[src/rtl/fetch_unit.sv]
// fetch_unit: RV32I instruction fetch stage with a single-outstanding-request
// memory interface and the IF/ID pipeline register.
//
// Ports
//   clk, rst               clock, synchronous active-high reset
//   PCNext, PCSrcE, stallF branch-unit next PC, EX redirect, hazard stall
//   imem_req, imem_addr    request strobe and address (always PCF)
//   imem_gnt               request accepted this cycle
//   imem_rvalid, imem_rdata response strobe and instruction word
//   PCF                    current fetch PC
//   InstrD, PCD, PCPlus4D, validD   IF/ID register
//
// state | meaning
// FETCH | idle, issue a request for PCF when not stalled/redirected
// WAIT  | request granted, waiting for its response
// HOLD  | response arrived during a stall, word parked in hold register
// DRAIN | redirect hit an outstanding request, swallow its response

package rv32i_pkg;
  parameter int DPW = 32;
endpackage

module fetch_unit #(
  parameter int             DPW       = rv32i_pkg::DPW,
  parameter logic [DPW-1:0] RESET_PC  = '0,
  parameter logic [31:0]    NOP_INSTR = 32'h0000_0013
) (
  input  logic           clk,
  input  logic           rst,
  input  logic [DPW-1:0] PCNext,
  input  logic           PCSrcE,
  input  logic           stallF,
  output logic           imem_req,
  output logic [DPW-1:0] imem_addr,
  input  logic           imem_gnt,
  input  logic           imem_rvalid,
  input  logic [31:0]    imem_rdata,
  output logic [DPW-1:0] PCF,
  output logic [31:0]    InstrD,
  output logic [DPW-1:0] PCD,
  output logic [DPW-1:0] PCPlus4D,
  output logic           validD
);

  localparam logic [1:0] ST_FETCH = 2'd0;
  localparam logic [1:0] ST_WAIT  = 2'd1;
  localparam logic [1:0] ST_HOLD  = 2'd2;
  localparam logic [1:0] ST_DRAIN = 2'd3;

  logic [1:0]     state_q, state_d;
  logic [DPW-1:0] pcf_q, pcf_d;
  logic [31:0]    instr_q, instr_d;
  logic [DPW-1:0] pcd_q, pcd_d;
  logic [DPW-1:0] pc4_q, pc4_d;
  logic           valid_q, valid_d;
  logic [31:0]    hold_q, hold_d;

  logic           accept;
  logic [31:0]    word;
  logic [DPW-1:0] pc_load;

  // Loads always force word alignment, so the two LSBs are never consumed.
  logic unused_pcnext_lsbs;
  assign unused_pcnext_lsbs = ^PCNext[1:0];

  assign pc_load = {PCNext[DPW-1:2], 2'b00};

  always_comb begin
    state_d  = state_q;
    pcf_d    = pcf_q;
    instr_d  = instr_q;
    pcd_d    = pcd_q;
    pc4_d    = pc4_q;
    valid_d  = valid_q;
    hold_d   = hold_q;
    accept   = 1'b0;
    word     = imem_rdata;
    imem_req = (state_q == ST_FETCH) & ~PCSrcE & ~stallF & ~rst;

    case (state_q)
      ST_FETCH: begin
        if (imem_req && imem_gnt) state_d = ST_WAIT;
      end
      ST_WAIT: begin
        if (PCSrcE) begin
          state_d = imem_rvalid ? ST_FETCH : ST_DRAIN;
        end else if (imem_rvalid) begin
          if (stallF) begin
            hold_d  = imem_rdata;
            state_d = ST_HOLD;
          end else begin
            accept  = 1'b1;
            state_d = ST_FETCH;
          end
        end
      end
      ST_HOLD: begin
        if (PCSrcE) begin
          state_d = ST_FETCH;
        end else if (!stallF) begin
          accept  = 1'b1;
          word    = hold_q;
          state_d = ST_FETCH;
        end
      end
      default: begin
        if (imem_rvalid) state_d = ST_FETCH;
      end
    endcase

    // rst > PCSrcE > stallF > accept > bubble
    if (PCSrcE) begin
      pcf_d   = pc_load;
      instr_d = NOP_INSTR;
      valid_d = 1'b0;
    end else if (!stallF) begin
      if (accept) begin
        instr_d = word;
        pcd_d   = pcf_q;
        pc4_d   = pcf_q + DPW'(4);
        valid_d = 1'b1;
        pcf_d   = pc_load;
      end else if (state_q != ST_DRAIN) begin
        instr_d = NOP_INSTR;
        valid_d = 1'b0;
      end
    end
  end

  always_ff @(posedge clk) begin
    if (rst) begin
      state_q <= ST_FETCH;
      pcf_q   <= RESET_PC;
      instr_q <= NOP_INSTR;
      pcd_q   <= '0;
      pc4_q   <= '0;
      valid_q <= 1'b0;
      hold_q  <= '0;
    end else begin
      state_q <= state_d;
      pcf_q   <= pcf_d;
      instr_q <= instr_d;
      pcd_q   <= pcd_d;
      pc4_q   <= pc4_d;
      valid_q <= valid_d;
      hold_q  <= hold_d;
    end
  end

  assign imem_addr = pcf_q;
  assign PCF       = pcf_q;
  assign InstrD    = instr_q;
  assign PCD       = pcd_q;
  assign PCPlus4D  = pc4_q;
  assign validD    = valid_q;

endmodule

[config.mk]
export PLATFORM = sky130hd
export DESIGN_NAME = fetch_unit
export DESIGN_NICKNAME = d
export VERILOG_FILES = /design/src/rtl/fetch_unit.sv
export SDC_FILE = /design/constraint.sdc
export NUM_CORES = 1
export LEC_CHECK = 0
export BUFFER_PORTS_ARGS = -buffer_cell sky130_fd_sc_hd__buf_2
export CAP_MARGIN = 20
export CORE_MARGIN = 3
export CORE_UTILIZATION = 51
export DETAILED_ROUTE_END_ITERATION = 8
export PLACE_DENSITY = 0.81
export SYNTH_ARGS = -nofsm -noshare
export SYNTH_HDL_FRONTEND = slang
export SYNTH_SLANG_ARGS = --single-unit
[constraint.sdc]
create_clock -name clk -period 2.3 [get_ports clk]
set_input_delay 0.115 -clock clk [delete_from_list [all_inputs] [get_ports clk]]
set_output_delay 0.115 -clock clk [all_outputs]
set_load 0.05 [all_outputs]
Word-level counts from Yosys, hierarchy flattened
Cells that the tools add are included.
Storage, ports and cells
  output and inout port bits: 162
  logic and storage cells: 54
  flip-flop bits (word level): 159
  input bits: 70
Operators by class
  multiplexer cells: 22
  reductions and logical operators: 11
  equality and inequality tests: 7
  add/sub/neg operators: 1
  bitwise logic cells: 6
Operators by type and width (number)
  two-way mux 32 bit: 6
  adder 32 x 3 -> 32 bit (second input constant): 1
  two-way mux 2 bit: 8
  AND reduction 4 bit: 2
  two-way mux 1 bit: 6
  inequality test 3 bit (second input constant): 2
  one-hot mux 2 bit (3 select lines): 1
  inequality test 2 bit (second input constant): 2
  AND reduction 2 bit: 2
  nonzero test 2 bit: 2
  nonzero test 4 bit: 1
  AND 1 bit: 3
  NOT 1 bit: 3
  AND reduction 3 bit: 1
  equality test 2 x 1 -> 1 bit (second input constant): 1
  equality test 2 bit (second input constant): 1
  logical NOT 2 bit: 1
  inequality test 2 x 1 -> 1 bit (second input constant): 1
  one-hot mux 1 bit (2 select lines): 1
  OR reduction 2 bit: 1
  logical AND 1 bit: 1

Depth between registers and ports, before layout
  word-level depth: 7
  gate-level depth with buffers: 9
  gate-level depth less buffers: 6

Worst setup path before layout
No wires, ideal clock.
  kind: register to register
  from: register pcf_q[23] (netlist: PCF[23])
  to: register pc4_q[29] (netlist: PCPlus4D[29])
  arrival: 2.243 ns
  clock period less this slack: 2.331 ns
  data required time: 2.212 ns
  path buffers: 1
  library setup time: 0.088 ns
  slack: -0.031 ns
  stages on the path, launching flop included: 6
  cells stage by stage: dfxtp_1 -> buf_2 -> nand4_1 -> or4_4 -> or4_4 -> a311oi_2
Between the ends
  word-level cells in the longest chain between the ends: 1
Ends and longest elaborated chain
  from (decl): line 51  | logic [DPW-1:0] pcf_q, pcf_d;
  from (signal assigned): line 141  | pcf_q <= pcf_d;
  adder 32 x 3 -> 32 bit: line 120  | pc4_d = pcf_q + DPW'(4);
  to (signal assigned): line 144  | pc4_q <= pc4_d;
  to (decl): line 54  | logic [DPW-1:0] pc4_q, pc4_d;
Every way passes these cells.
A chain may end at the register's enable or synchronous reset.

Worst setup path in the final report
  from: register state_q[0]
  to: register instr_q[0] (netlist: InstrD[0])
Between the ends
  word-level cells in the longest chain between the ends: 4
  elaborated cells on any way between the ends: 8
  those cells by class: eq/ne (3); mux (3); reduce/logical (2)
Ends and longest elaborated chain
  from (decl): line 50  | logic [1:0] state_q, state_d;
  from (signal assigned): line 140  | state_q <= state_d;
  equality test 2 bit or equality test 2 x 1 -> 1 bit (tied branches): line 80  | case (state_q)
  one-hot mux 1 bit (2 select lines): line 80
  nonzero test 2 bit (no source line)
  AND reduction 2 bit (no source line)
  to (signal assigned): line 142  | instr_q <= instr_d;
  to (decl): line 52  | logic [31:0] instr_q, instr_d;
Several ways; a longest one is shown, not always the timed one.

==> impl_metrics.env <==
export IMPL_status="finished, final reports clean"
export IMPL_crit_path_start_kind="register"
export IMPL_internal_power_w=0.00474
export IMPL_r2r_end="InstrD[0]"
export IMPL_nets=1195
export IMPL_synth_seq_cells=157
export IMPL_arrival_ns=2.40
export IMPL_final_common_cell="nand2_1"
export IMPL_ios=232
export IMPL_synthDistinctLibCells=47
export IMPL_rsz0062_at_grt="false"
export IMPL_core_sq_mm=0.0133
export IMPL_syn_inst=873
export IMPL_routed_wl_um=21300
export IMPL_swShare=0.273
export IMPL_drc=0
export IMPL_finalHoldViolCount=0
export IMPL_clk_latency_ns=0.43
export IMPL_overflow=0
export IMPL_fmaxAchievable_ghz=0.478
export IMPL_clk_path_buf_depth=2
export IMPL_initial_core_util=0.525
export IMPL_worst_pin_slew_ns=0.743
export IMPL_crit_start="state_q[0]"
export IMPL_crit_required_ns=2.61
export IMPL_crit_path_end="InstrD[0]"
export IMPL_cp_end_kind="register"
export IMPL_port_buffers=221
export IMPL_drt_iter0_drc=624
export IMPL_cts_tree="built"
export IMPL_synthArstFlopShare=0
export IMPL_multi_input_area_sq_mm=0.00328
export IMPL_ir_drop_uv=498
export IMPL_ant_nets=0
export IMPL_htreeDepth=4
export IMPL_grt_max_degree=73
export IMPL_via_per_inst=5.46
export IMPL_cts_buffers=17
export IMPL_placementRows=42
export IMPL_die_x_um=123
export IMPL_ff_latch_area_sq_mm=0.00315
export IMPL_relSlewSlack=0.504
export IMPL_synth_edf_count=0
export IMPL_track_usage=0.277
export IMPL_synth_area_sq_mm=0.00698
export IMPL_drtPass1Iterations=5
export IMPL_grt_pass1_wl_um=33300
export IMPL_first_global_vias=6588
export IMPL_syn_avg_cell_area_sq_um=7.99
export IMPL_ys_flop_type="dfxtp_1"
export IMPL_fillCellCount=1033
export IMPL_wl_per_cell_um=16.2
export IMPL_combPwrFrac=0.143
export IMPL_seq_area_frac_synth=0.451
export IMPL_r2r_slack_ns=0.21
export IMPL_min_period_ns=2.09
export IMPL_place_gp_congestion=0.808
export IMPL_hpwl_um=13200
export IMPL_switchingPower_w=0.00178
export IMPL_fin_tns_setup_ns=0
export IMPL_clock_sinks=157
export IMPL_pwr_share_seq=0.433
export IMPL_post_cts_buffers=0
export IMPL_cts_root_buffer="clkbuf_16"
export IMPL_reg2reg_from="state_q[0]"
export IMPL_fin_crit_sh=0.909
export IMPL_hold_ws_ns=0.137
export IMPL_hold_class="in2reg"
export IMPL_antennaDiodeCount=0
export IMPL_skew_ns=0.0121
export IMPL_clock_power_share=0.424
export IMPL_fp_dieArea_sq_mm=0.0151
export IMPL_syn2layout_area_growth_pct=34.4
export IMPL_fin_util=0.705
export IMPL_path_class="reg2reg"
export IMPL_dieHeight_um=123
export IMPL_power_leakage_nw=3.88
export IMPL_antenna_found_initial=0
export IMPL_reg2regPathDepth=7
export IMPL_clk_pin_slew_ns=0.06
export IMPL_cap_viol_max_count=0
export IMPL_p_per_area_mw_per_mm2=696
export IMPL_drv_slew=0
export IMPL_worstPathMaxFanout=43
export IMPL_vias=7151
export IMPL_layout_drive_gt1_share=0.298
export IMPL_final_cell_mix="nand2_1 (227), buf_2 (220), dfxtp_1 (155)"
export IMPL_yosysWarnings=0
export IMPL_setup_violations=0
-- cells by family (layout without fill, tap and decap cells) --
kind of cell,count (synthesis),in the layout,share of synthesized area
simple gates,351,351,0.228
buf+inv,116,369,0.0857
compound gates,198,198,0.159
flops,157,157,0.451
other cells,1,8,0.000538
xor+xnor,13,13,0.0163
mux,32,32,0.0511
fa+ha+maj,5,5,0.00897
-- final cells by class --
cell class                 instances  share of cell area
timing repair buffer             329               0.226
sequential                       157               0.336
tap                              176              0.0235
clock inverter                    11              0.0125
clock buffer                      21              0.0491
multi-input combinational        607               0.350
inverter                           8             0.00320
-- state kept, by name, indices dropped and copies added, names as in the netlist --
signal,count
validD,1
PCPlus4D,30
PCD,30
InstrD,32
hold_q,32
state_q,2
PCF,30
-- what timing repair did --
item | 4_1_cts | 5_1_grt
hold endpoints to repair | 68 | 0
endpoints found under the setup margin | 0 | 10
gates resized for setup | 0 | 3
hold buffers | 66 | 0
-- worst min path at each step --
stage	from	endpoint	slack (ns)	cells after the start
2_1_floorplan	PCNext[23]	PCF[23]	0.25	2
3_3_place_gp	PCNext[23]	PCF[23]	0.36	3
3_5_place_dp	PCNext[17]	PCF[17]	0.36	3
4_1_cts	imem_rvalid	state_q[0]	0.11	3
5_1_grt	imem_rvalid	state_q[0]	0.15	3
6_report	imem_rvalid	state_q[0]	0.14	3
-- power groups by stage --
stage          Clock, W  Sequential (W)  Combinational (W)
2_1_floorplan         0         0.00302           0.000484
3_3_place_gp          0         0.00288           0.000826
3_5_place_dp          0         0.00288           0.000835
4_1_cts         0.00280         0.00282           0.000922
5_1_grt         0.00290         0.00283           0.000997
6_report        0.00277         0.00282           0.000934
-- Yosys cell counts (13+ instances only) --
library cell,n,share of area
a211oi_1,13,0.014
mux2_2,29,0.047
clkbuf_1,53,0.029
nor2_1,14,0.0075
nand4_1,13,0.012
dfxtp_1,157,0.45
a21oi_1,137,0.098
nand2_1,227,0.12
buf_4,38,0.041
nand3_1,41,0.029
o21ai_0,20,0.014
buf_2,15,0.011
-- per-stage QoR --
stage          worst slack (ns)  total power, W  area [sq um]  std cells
4_1_cts                  0.0990         0.00654          9370       1309
2_1_floorplan           0.00644         0.00350          7000        880
3_3_place_gp              0.176         0.00371          8130       1211
3_5_place_dp              0.129         0.00372          8130       1211
6_report                  0.209         0.00652          9380       1309
5_1_grt                  0.0869         0.00673          9380       1309
-- critical path, stage by stage (launching register included) --
cell     delay (ns)
dfxtp_1        0.35
inv_1          0.08
ha_1           0.32
or3b_4         0.41
nor2_4         0.16
buf_12         0.24
a21oi_1        0.11
a211o_1        0.30
-- metal layers --
metal / vias up / share of wire / global-route usage
met3: 57 / 0.079 / 0.0622
met5: - / 0 / 0
met4: 0 / 0.033 / 0.132
met1: 3327 / 0.39 / 0.334
met2: 325 / 0.50 / 0.470
li1: 3442 / - / -
Power figures use the tool's default switching activity.
